## src/rtl/uart_engine_if.sv

```systemverilog
// Byte-level handshake bundle between the bus-side register block and the UART core.
interface uart_engine_if #(
  parameter int DATA_W = 8
);
  logic [DATA_W-1:0] tx_data;
  logic              tx_valid;
  logic              tx_ready;
  logic [DATA_W-1:0] rx_data;
  logic              rx_valid;
  logic              rx_ready;
  logic              rx_parity_err;
  logic              rx_frame_err;
  logic              rx_overrun;

  modport master (
    output tx_data, tx_valid, rx_ready,
    input  tx_ready, rx_data, rx_valid, rx_parity_err, rx_frame_err, rx_overrun
  );

  modport slave (
    input  tx_data, tx_valid, rx_ready,
    output tx_ready, rx_data, rx_valid, rx_parity_err, rx_frame_err, rx_overrun
  );
endinterface

```

## src/rtl/uart_engine.sv

```systemverilog
// Full-duplex UART: oversampled receiver with 3-sample majority vote, optional parity,
// 1/2 stop bits, valid/ready byte handshakes and per-frame error reporting.
module uart_engine #(
  parameter int DATA_W     = 8,
  parameter int OVERSAMPLE = 16,
  parameter int CBP_W      = 16
) (
  input  logic             clk_i,
  input  logic             rst_ni,
  input  logic [CBP_W-1:0] cbp_i,
  input  logic [1:0]       parity_i,
  input  logic             stop2_i,
  output logic             tx_o,
  input  logic             rx_i,
  uart_engine_if.slave     bus
);

  localparam int TC_W  = $clog2(OVERSAMPLE);
  localparam int BIT_W = $clog2(DATA_W);
  localparam logic [TC_W-1:0]  TC_LAST = TC_W'(OVERSAMPLE - 1);
  localparam logic [TC_W-1:0]  TC_MID  = TC_W'(OVERSAMPLE / 2);
  localparam logic [TC_W-1:0]  TC_MIDM = TC_W'(OVERSAMPLE / 2 - 1);
  localparam logic [TC_W-1:0]  TC_MIDP = TC_W'(OVERSAMPLE / 2 + 1);
  localparam logic [BIT_W-1:0] BIT_LAST = BIT_W'(DATA_W - 1);

  typedef enum logic [2:0] {TX_IDLE, TX_START, TX_DATA, TX_PARITY, TX_STOP} tx_state_e;
  typedef enum logic [2:0] {RX_IDLE, RX_START, RX_DATA, RX_PARITY, RX_STOP, RX_BREAK} rx_state_e;

  function automatic logic par_calc(input logic [DATA_W-1:0] d, input logic odd);
    return (^d) ^ odd;
  endfunction

  function automatic logic maj3(input logic a, input logic b, input logic c);
    return (a & b) | (a & c) | (b & c);
  endfunction

  // ---------------- transmitter ----------------
  tx_state_e         r_tx_state, w_tx_next;
  logic [CBP_W-1:0]  r_tx_div;
  logic [TC_W-1:0]   r_tx_tcnt;
  logic [BIT_W-1:0]  r_tx_bit;
  logic [DATA_W-1:0] r_tx_shift;
  logic              r_tx_par_en, r_tx_par_bit, r_tx_stop2, r_tx_o;
  logic              w_tx_accept, w_tx_tick, w_tx_bit_end;

  assign w_tx_accept  = bus.tx_valid && (r_tx_state == TX_IDLE);
  assign w_tx_tick    = (r_tx_state != TX_IDLE) && (r_tx_div >= cbp_i);
  assign w_tx_bit_end = w_tx_tick && (r_tx_tcnt == TC_LAST);

  always_comb begin
    w_tx_next = r_tx_state;
    case (r_tx_state)
      TX_IDLE:   if (bus.tx_valid) w_tx_next = TX_START;
      TX_START:  if (w_tx_bit_end) w_tx_next = TX_DATA;
      TX_DATA:   if (w_tx_bit_end && (r_tx_bit == BIT_LAST))
                   w_tx_next = r_tx_par_en ? TX_PARITY : TX_STOP;
      TX_PARITY: if (w_tx_bit_end) w_tx_next = TX_STOP;
      TX_STOP:   if (w_tx_bit_end && (r_tx_bit == {{(BIT_W-1){1'b0}}, r_tx_stop2}))
                   w_tx_next = TX_IDLE;
      default:   w_tx_next = TX_IDLE;
    endcase
  end

  always_ff @(posedge clk_i) begin
    if (!rst_ni) r_tx_state <= TX_IDLE;
    else         r_tx_state <= w_tx_next;
  end

  always_ff @(posedge clk_i) begin
    if (!rst_ni) begin
      r_tx_div     <= '0;
      r_tx_tcnt    <= '0;
      r_tx_bit     <= '0;
      r_tx_o       <= 1'b1;
      r_tx_par_en  <= 1'b0;
      r_tx_par_bit <= 1'b0;
      r_tx_stop2   <= 1'b0;
    end else if (w_tx_accept) begin
      r_tx_div     <= '0;
      r_tx_tcnt    <= '0;
      r_tx_bit     <= '0;
      r_tx_o       <= 1'b0;
      r_tx_par_en  <= parity_i[0] ^ parity_i[1];
      r_tx_par_bit <= par_calc(bus.tx_data, parity_i[1]);
      r_tx_stop2   <= stop2_i;
    end else if (w_tx_tick) begin
      r_tx_div  <= '0;
      r_tx_tcnt <= w_tx_bit_end ? '0 : r_tx_tcnt + 1'b1;
      // line value for the next bit is registered at the boundary so tx_o is glitch-free
      if (w_tx_bit_end) begin
        case (r_tx_state)
          TX_START: begin
            r_tx_o   <= r_tx_shift[0];
            r_tx_bit <= '0;
          end
          TX_DATA: begin
            if (r_tx_bit == BIT_LAST) begin
              r_tx_bit <= '0;
              r_tx_o   <= r_tx_par_en ? r_tx_par_bit : 1'b1;
            end else begin
              r_tx_bit <= r_tx_bit + 1'b1;
              r_tx_o   <= r_tx_shift[1];
            end
          end
          TX_PARITY: begin
            r_tx_bit <= '0;
            r_tx_o   <= 1'b1;
          end
          TX_STOP: begin
            r_tx_bit <= r_tx_bit + 1'b1;
            r_tx_o   <= 1'b1;
          end
          default: r_tx_o <= 1'b1;
        endcase
      end
    end else if (r_tx_state != TX_IDLE) begin
      r_tx_div <= r_tx_div + 1'b1;
    end
  end

  always_ff @(posedge clk_i) begin
    if (w_tx_accept)                                  r_tx_shift <= bus.tx_data;
    else if (w_tx_bit_end && (r_tx_state == TX_DATA)) r_tx_shift <= r_tx_shift >> 1;
  end

  assign tx_o         = r_tx_o;
  assign bus.tx_ready = (r_tx_state == TX_IDLE);

  // ---------------- receiver ----------------
  rx_state_e         r_rx_state, w_rx_next;
  logic              r_rx_s1, r_rx_s2;
  logic [CBP_W-1:0]  r_rx_div;
  logic [TC_W-1:0]   r_rx_tcnt;
  logic [BIT_W-1:0]  r_rx_bit;
  logic [DATA_W-1:0] r_rx_shift;
  logic              r_rx_par_en, r_rx_par_odd, r_rx_par_bit, r_rx_smp_a, r_rx_smp_b;
  logic [DATA_W-1:0] r_rx_data;
  logic              r_rx_valid, r_rx_perr, r_rx_ferr, r_rx_ovr;
  logic              w_rx_line, w_rx_tick, w_rx_bit_end, w_rx_mid, w_rx_vote_t, w_rx_vote;
  logic              w_rx_done, w_rx_accept, w_rx_perr;

  assign w_rx_line    = r_rx_s2;
  assign w_rx_tick    = (r_rx_state != RX_IDLE) && (r_rx_state != RX_BREAK) && (r_rx_div >= cbp_i);
  assign w_rx_bit_end = w_rx_tick && (r_rx_tcnt == TC_LAST);
  assign w_rx_mid     = w_rx_tick && (r_rx_tcnt == TC_MID);
  assign w_rx_vote_t  = w_rx_tick && (r_rx_tcnt == TC_MIDP);
  assign w_rx_vote    = maj3(r_rx_smp_a, r_rx_smp_b, w_rx_line);
  assign w_rx_done    = (r_rx_state == RX_STOP) && w_rx_vote_t;
  assign w_rx_accept  = r_rx_valid && bus.rx_ready;
  assign w_rx_perr    = r_rx_par_en && (r_rx_par_bit != par_calc(r_rx_shift, r_rx_par_odd));

  always_comb begin
    w_rx_next = r_rx_state;
    case (r_rx_state)
      RX_IDLE:   if (!w_rx_line) w_rx_next = RX_START;
      RX_START:  if (w_rx_mid && w_rx_line) w_rx_next = RX_IDLE;
                 else if (w_rx_bit_end)     w_rx_next = RX_DATA;
      RX_DATA:   if (w_rx_bit_end && (r_rx_bit == BIT_LAST))
                   w_rx_next = r_rx_par_en ? RX_PARITY : RX_STOP;
      RX_PARITY: if (w_rx_bit_end) w_rx_next = RX_STOP;
      RX_STOP:   if (w_rx_vote_t) w_rx_next = w_rx_vote ? RX_IDLE : RX_BREAK;
      RX_BREAK:  if (w_rx_line) w_rx_next = RX_IDLE;
      default:   w_rx_next = RX_IDLE;
    endcase
  end

  always_ff @(posedge clk_i) begin
    if (!rst_ni) r_rx_state <= RX_IDLE;
    else         r_rx_state <= w_rx_next;
  end

  always_ff @(posedge clk_i) begin
    if (!rst_ni) begin
      r_rx_s1      <= 1'b1;
      r_rx_s2      <= 1'b1;
      r_rx_div     <= '0;
      r_rx_tcnt    <= '0;
      r_rx_bit     <= '0;
      r_rx_par_en  <= 1'b0;
      r_rx_par_odd <= 1'b0;
    end else begin
      r_rx_s1 <= rx_i;
      r_rx_s2 <= r_rx_s1;
      if (r_rx_state == RX_IDLE) begin
        r_rx_div  <= '0;
        r_rx_tcnt <= '0;
        r_rx_bit  <= '0;
        if (!w_rx_line) begin
          r_rx_par_en  <= parity_i[0] ^ parity_i[1];
          r_rx_par_odd <= parity_i[1];
        end
      end else if (w_rx_tick) begin
        r_rx_div  <= '0;
        r_rx_tcnt <= w_rx_bit_end ? '0 : r_rx_tcnt + 1'b1;
        if (w_rx_bit_end && (r_rx_state == RX_DATA))
          r_rx_bit <= (r_rx_bit == BIT_LAST) ? '0 : r_rx_bit + 1'b1;
      end else if (r_rx_state != RX_BREAK) begin
        r_rx_div <= r_rx_div + 1'b1;
      end
    end
  end

  // three consecutive mid-bit samples feed the majority vote
  always_ff @(posedge clk_i) begin
    if (w_rx_tick && (r_rx_tcnt == TC_MIDM)) r_rx_smp_a <= w_rx_line;
    if (w_rx_mid)                            r_rx_smp_b <= w_rx_line;
    if (w_rx_vote_t && (r_rx_state == RX_DATA))   r_rx_shift   <= {w_rx_vote, r_rx_shift[DATA_W-1:1]};
    if (w_rx_vote_t && (r_rx_state == RX_PARITY)) r_rx_par_bit <= w_rx_vote;
  end

  always_ff @(posedge clk_i) begin
    if (!rst_ni) begin
      r_rx_data  <= '0;
      r_rx_valid <= 1'b0;
      r_rx_perr  <= 1'b0;
      r_rx_ferr  <= 1'b0;
      r_rx_ovr   <= 1'b0;
    end else begin
      if (w_rx_done && (!r_rx_valid || w_rx_accept)) begin
        r_rx_data  <= r_rx_shift;
        r_rx_perr  <= w_rx_perr;
        r_rx_ferr  <= !w_rx_vote;
        r_rx_valid <= 1'b1;
      end else if (w_rx_accept) begin
        r_rx_valid <= 1'b0;
      end
      if (w_rx_done && r_rx_valid && !w_rx_accept) r_rx_ovr <= 1'b1;
      else if (w_rx_accept)                        r_rx_ovr <= 1'b0;
    end
  end

  assign bus.rx_data       = r_rx_data;
  assign bus.rx_valid      = r_rx_valid;
  assign bus.rx_parity_err = r_rx_perr;
  assign bus.rx_frame_err  = r_rx_ferr;
  assign bus.rx_overrun    = r_rx_ovr;

endmodule

```

## src/flat_wrapper.sv

```systemverilog
// flat-port wrapper written by rule: the top's interface ports become plain ports
module uart_engine_flat 
#(
  parameter int DATA_W     = 8,
  parameter int OVERSAMPLE = 16,
  parameter int CBP_W      = 16
)
  (clk_i, rst_ni, cbp_i, parity_i, stop2_i, tx_o, rx_i, bus_tx_data, bus_tx_valid, bus_rx_ready, bus_tx_ready, bus_rx_data, bus_rx_valid, bus_rx_parity_err, bus_rx_frame_err, bus_rx_overrun);
  uart_engine_if #(.DATA_W(DATA_W)) bus_i ();
  input  logic clk_i;
  input  logic rst_ni;
  input  logic [CBP_W-1:0] cbp_i;
  input  logic [1:0] parity_i;
  input  logic stop2_i;
  output logic tx_o;
  input  logic rx_i;
  input wire logic [$bits(bus_i.tx_data)-1:0] bus_tx_data;
  input wire logic [$bits(bus_i.tx_valid)-1:0] bus_tx_valid;
  input wire logic [$bits(bus_i.rx_ready)-1:0] bus_rx_ready;
  output wire logic [$bits(bus_i.tx_ready)-1:0] bus_tx_ready;
  output wire logic [$bits(bus_i.rx_data)-1:0] bus_rx_data;
  output wire logic [$bits(bus_i.rx_valid)-1:0] bus_rx_valid;
  output wire logic [$bits(bus_i.rx_parity_err)-1:0] bus_rx_parity_err;
  output wire logic [$bits(bus_i.rx_frame_err)-1:0] bus_rx_frame_err;
  output wire logic [$bits(bus_i.rx_overrun)-1:0] bus_rx_overrun;
  assign bus_i.tx_data = bus_tx_data;
  assign bus_i.tx_valid = bus_tx_valid;
  assign bus_i.rx_ready = bus_rx_ready;
  assign bus_tx_ready = bus_i.tx_ready;
  assign bus_rx_data = bus_i.rx_data;
  assign bus_rx_valid = bus_i.rx_valid;
  assign bus_rx_parity_err = bus_i.rx_parity_err;
  assign bus_rx_frame_err = bus_i.rx_frame_err;
  assign bus_rx_overrun = bus_i.rx_overrun;
  uart_engine #(.DATA_W(DATA_W), .OVERSAMPLE(OVERSAMPLE), .CBP_W(CBP_W)) u_core (.clk_i(clk_i), .rst_ni(rst_ni), .cbp_i(cbp_i), .parity_i(parity_i), .stop2_i(stop2_i), .tx_o(tx_o), .rx_i(rx_i), .bus(bus_i));
endmodule
```

## config.mk

```make
export PLATFORM = sky130hd
export DESIGN_NAME = uart_engine_flat
export DESIGN_NICKNAME = d
export VERILOG_FILES = /design/src/rtl/uart_engine_if.sv /design/src/rtl/uart_engine.sv /design/src/flat_wrapper.sv
export SDC_FILE = /design/constraint.sdc
export NUM_CORES = 1
export LEC_CHECK = 0
export CORE_ASPECT_RATIO = 0.75
export CORE_UTILIZATION = 50
export DETAILED_ROUTE_END_ITERATION = 10
export PLACE_DENSITY = 0.71
export RECOVER_POWER = 50
export SYNTH_ARGS = -nofsm -noshare
export SYNTH_HDL_FRONTEND = slang
export SYNTH_SLANG_ARGS = --single-unit
```

## constraint.sdc

```tcl
create_clock -name clk_i -period 3.8 [get_ports clk_i]
set_clock_uncertainty 0.05 [all_clocks]
set_input_delay 0.76 -clock clk_i [delete_from_list [all_inputs] [get_ports clk_i]]
set_output_delay 0.76 -clock clk_i [all_outputs]
set_load 0.01 [all_outputs]
```

==> results of run 1 <==
==> per-stage QoR <==
stage          cell area [sq um]  total power (W)  utilization, %  hold WS, ns  std cells
2_1_floorplan               5000          0.00138               -        0.336        531
3_3_place_gp                5540          0.00146            57.1        0.353        697
3_5_place_dp                5540          0.00148            57.1        0.353        697
4_1_cts                     5880          0.00247            60.6        0.375        713
5_1_grt                     5840          0.00256            60.2        0.403        713
6_report                    5840          0.00245            60.2        0.372        713
==> critical path: cells and delay by family <==
kind / cells / cell delay [ns]
compound gates: 3 / 0.69
fa+ha+maj: 1 / 0.27
buf+inv: 3 / 1.20
mux: 1 / 0.27
simple gates: 3 / 0.28
==> worst max path at each step <==
stage / from / to / slack (ns) / cells after the start
floorplan: cbp_i[11] / u_core.r_tx_shift[0] / 0.32 / 8
global placement: cbp_i[7] / u_core.r_tx_shift[4] / 0.33 / 9
detailed placement: cbp_i[11] / u_core.r_tx_shift[5] / 0.33 / 9
CTS: cbp_i[11] / u_core.r_tx_shift[3] / 0.68 / 9
global route: cbp_i[3] / u_core.bus.rx_data[1] / 0.30 / 11
finish: cbp_i[3] / u_core.bus.rx_data[1] / 0.50 / 11
==> cell families (layout without fill, tap and decap cells) <==
| kind of cell | count (synthesis) | count (layout) | synth area share, % |
|---|---|---|---|
| AO/OA/AOI/OAI | 77 | 77 | 10.9 |
| XOR/XNOR | 52 | 52 | 9.11 |
| adder cells (fa/ha/maj) | 43 | 43 | 10.7 |
| buffers and inverters | 42 | 92 | 4.21 |
| flip-flops | 91 | 91 | 40.3 |
| multiplexers | 21 | 21 | 4.38 |
| AND/OR/NAND/NOR | 205 | 205 | 20.4 |
==> state kept, by name, summed over array words and instances (netlist names), 4 cells and up <==
name	cells
u_core.r_rx_div	16
u_core.r_tx_div	16
u_core.bus.rx_data	8
u_core.r_rx_shift	8
u_core.r_tx_shift	8
u_core.r_rx_tcnt	4
u_core.r_tx_tcnt	4
==> layout make-up <==
| cell class | count | area, sq um | share of cell area [%] |
|---|---|---|---|
| Clock buffer | 12 | 268 | 4.59 |
| Clock inverter | 4 | 70.1 | 1.20 |
| Inverter | 26 | 97.6 | 1.67 |
| Multi-Input combinational cell | 398 | 2750 | 47.1 |
| Sequential cell | 91 | 2010 | 34.5 |
| Tap cell | 132 | 165 | 2.83 |
| Timing Repair Buffer | 50 | 477 | 8.17 |
==> routing by layer <==
metal / vias up / wire length, um
met3: 9 / 398
met2: 67 / 4550
met5: - / 0
met4: 0 / 106
li1: 1955 / -
met1: 1818 / 5240
==> cell usage in the layout, fill, tap and decap left out, drive strengths merged, types with 15 or more instances in the layout <==
cell type / count
a21oi: 20
clkbuf: 15
clkdlybuf4s50: 29
dfxtp: 72
dlygate4sd3: 16
edfxtp: 19
ha: 42
inv: 26
nand2: 45
nand3: 23
nor2: 66
o21ai: 20
xnor2: 25
xor2: 27
==> power by group <==
group | internal [W] | switching, W
Clock | 0.000632 | 0.000363
Sequential | 0.00103 | 0.0000584
Combinational | 0.000170 | 0.000203
Total | 0.00183 | 0.000624
==> metrics.yaml, run 1 <==
status:
  status: "finished clean"
logic_synthesis:
  avgSynthCellArea_sq_um: 9.41
  netlist_instances: 531
  yosysTopAreaCellShare_pct: 28.8
  synth.top_cells.by_area: "dfxtp_1, edfxtp_1, ha_1"
  synth_seq_cells: 91
  synth_flop_cell: "dfxtp_1"
  synth_edf_count: 19
  ys_async_sr_fraction_pct: 0
  synth.most_common_cell: "dfxtp_1"
  yosysSeqAreaShare_pct: 40.3
  synth_cell_types: 64
  yosysWarnings: 0
  syn-num-nets: 605
  yosysTopAreaCell: "dfxtp_1"
  synth.cell_area_sq_um: 5000
  synth_top_cells_by_count: "dfxtp_1, nor2_1, nand2_1, ha_1, xor2_1"
worst_setup_path:
  cp_cell_sequence: "dlygate4sd3_1, inv_1, ha_1, o21a_1, nor2_1, o311a_1, o21ai_4, and3_1, clkbuf_1, mux2i_1, nor2b_1"
  worstPathMaxFanout: 12
  r2r_setup_slack_ns: 0.99
  arrival_ns: 3.49
  cp-start-kind: "primary input"
  r2r_cells: 9
  cp_slowest_cell: "clkbuf_1"
  worstReg2RegEnd: "u_core.r_tx_state[0]"
  required_ns: 3.98
  max_stage_delay_ns: 0.59
  end_kind: "flip-flop"
  rr_startpoint: "u_core.r_tx_div[0]"
  worstSetupPathType: "in -> reg"
grt:
  overflow: 0
  grt_max_degree: 27
  grtUsageMet2_pct: 33.3
  top_usage_layer: "met2"
  grt_use_total_pct: 21.4
  gr-usage-met1_pct: 29.9
  grt_pass1_wl_um: 17500
  antenna_found_initial: 0
  met3_usage_pct: 4.90
  grt_pass1_vias: 3677
placed_design:
  post-dp-hpwl_um: 7790
  gp_congestion: 0.885
  post-place-ws_ns: 0.333
  numPortBuffers: 45
sta:
  slew_headroom_pct: 32.3
  finalSetupViolations: 0
  rsz0062_at_grt: "no"
  period_needed_ns: 3.30
  fin_crit_sh_pct: 86.9
  finalWorstSetupSlack_ns: 0.497
  finalMaxSlewViolations: 0
  timing.fmax_mhz: 303
  worst_pin_slew_ns: 1.02
  fin_tns_setup_ns: 0
  hold_violations: 0
hold_path:
  min_to: "u_core.r_rx_s2"
  hold_path.class: "reg -> reg"
  min_from: "u_core.r_rx_s1"
  min_path_cells: 1
route:
  routed_via_density: 5.40
  drtIter0Drc: 263
  firstDrtPassIters: 4
  ant_nets: 0
  vias: 3849
  drt_wl_total_um: 10300
  drcViolationCount: 0
  wire_per_inst_um: 14.4
clock_network:
  post-cts-setup-buffer-count: 0
  clk_pin_slew_ns: 0.06
  cts_resized: 0
  clkLatencyLatePin_ns: 0.34
  cts_buffers: 9
  h-tree-depth: 3
  cts.sink_count: 91
  tritoncts: "done"
  cts-root-buf: "clkbuf_16"
  cts_hold_buf: 0
  clockBufferDepth: 2
finish:
  diodes: 0
  nNetsFinal: 650
  drive_gt1_share_pct: 5.16
  nFillCells: 847
  area_delta_synth_final_pct: 16.8
die:
  die_x_um: 117
  die_y_um: 88.6
  core_area_sq_um: 9700
  die-area_sq_um: 10400
  ios: 46
  initial_core_util_pct: 51.5
  rows: 31
power:
  ir_drop_uv: 216
  p_per_area_nw_per_um2: 420
  power_leakage_nw: 2.30
job:
  cap_violations: 0
No activity file was read; power rests on OpenSTA's default activity.
==> inputs of run 2 (changes only) <==
- TNS_END_PERCENT: unset -> 20
==> results of run 2 <==
No change in the layout: final DEF, timing and power equal those of run 1.
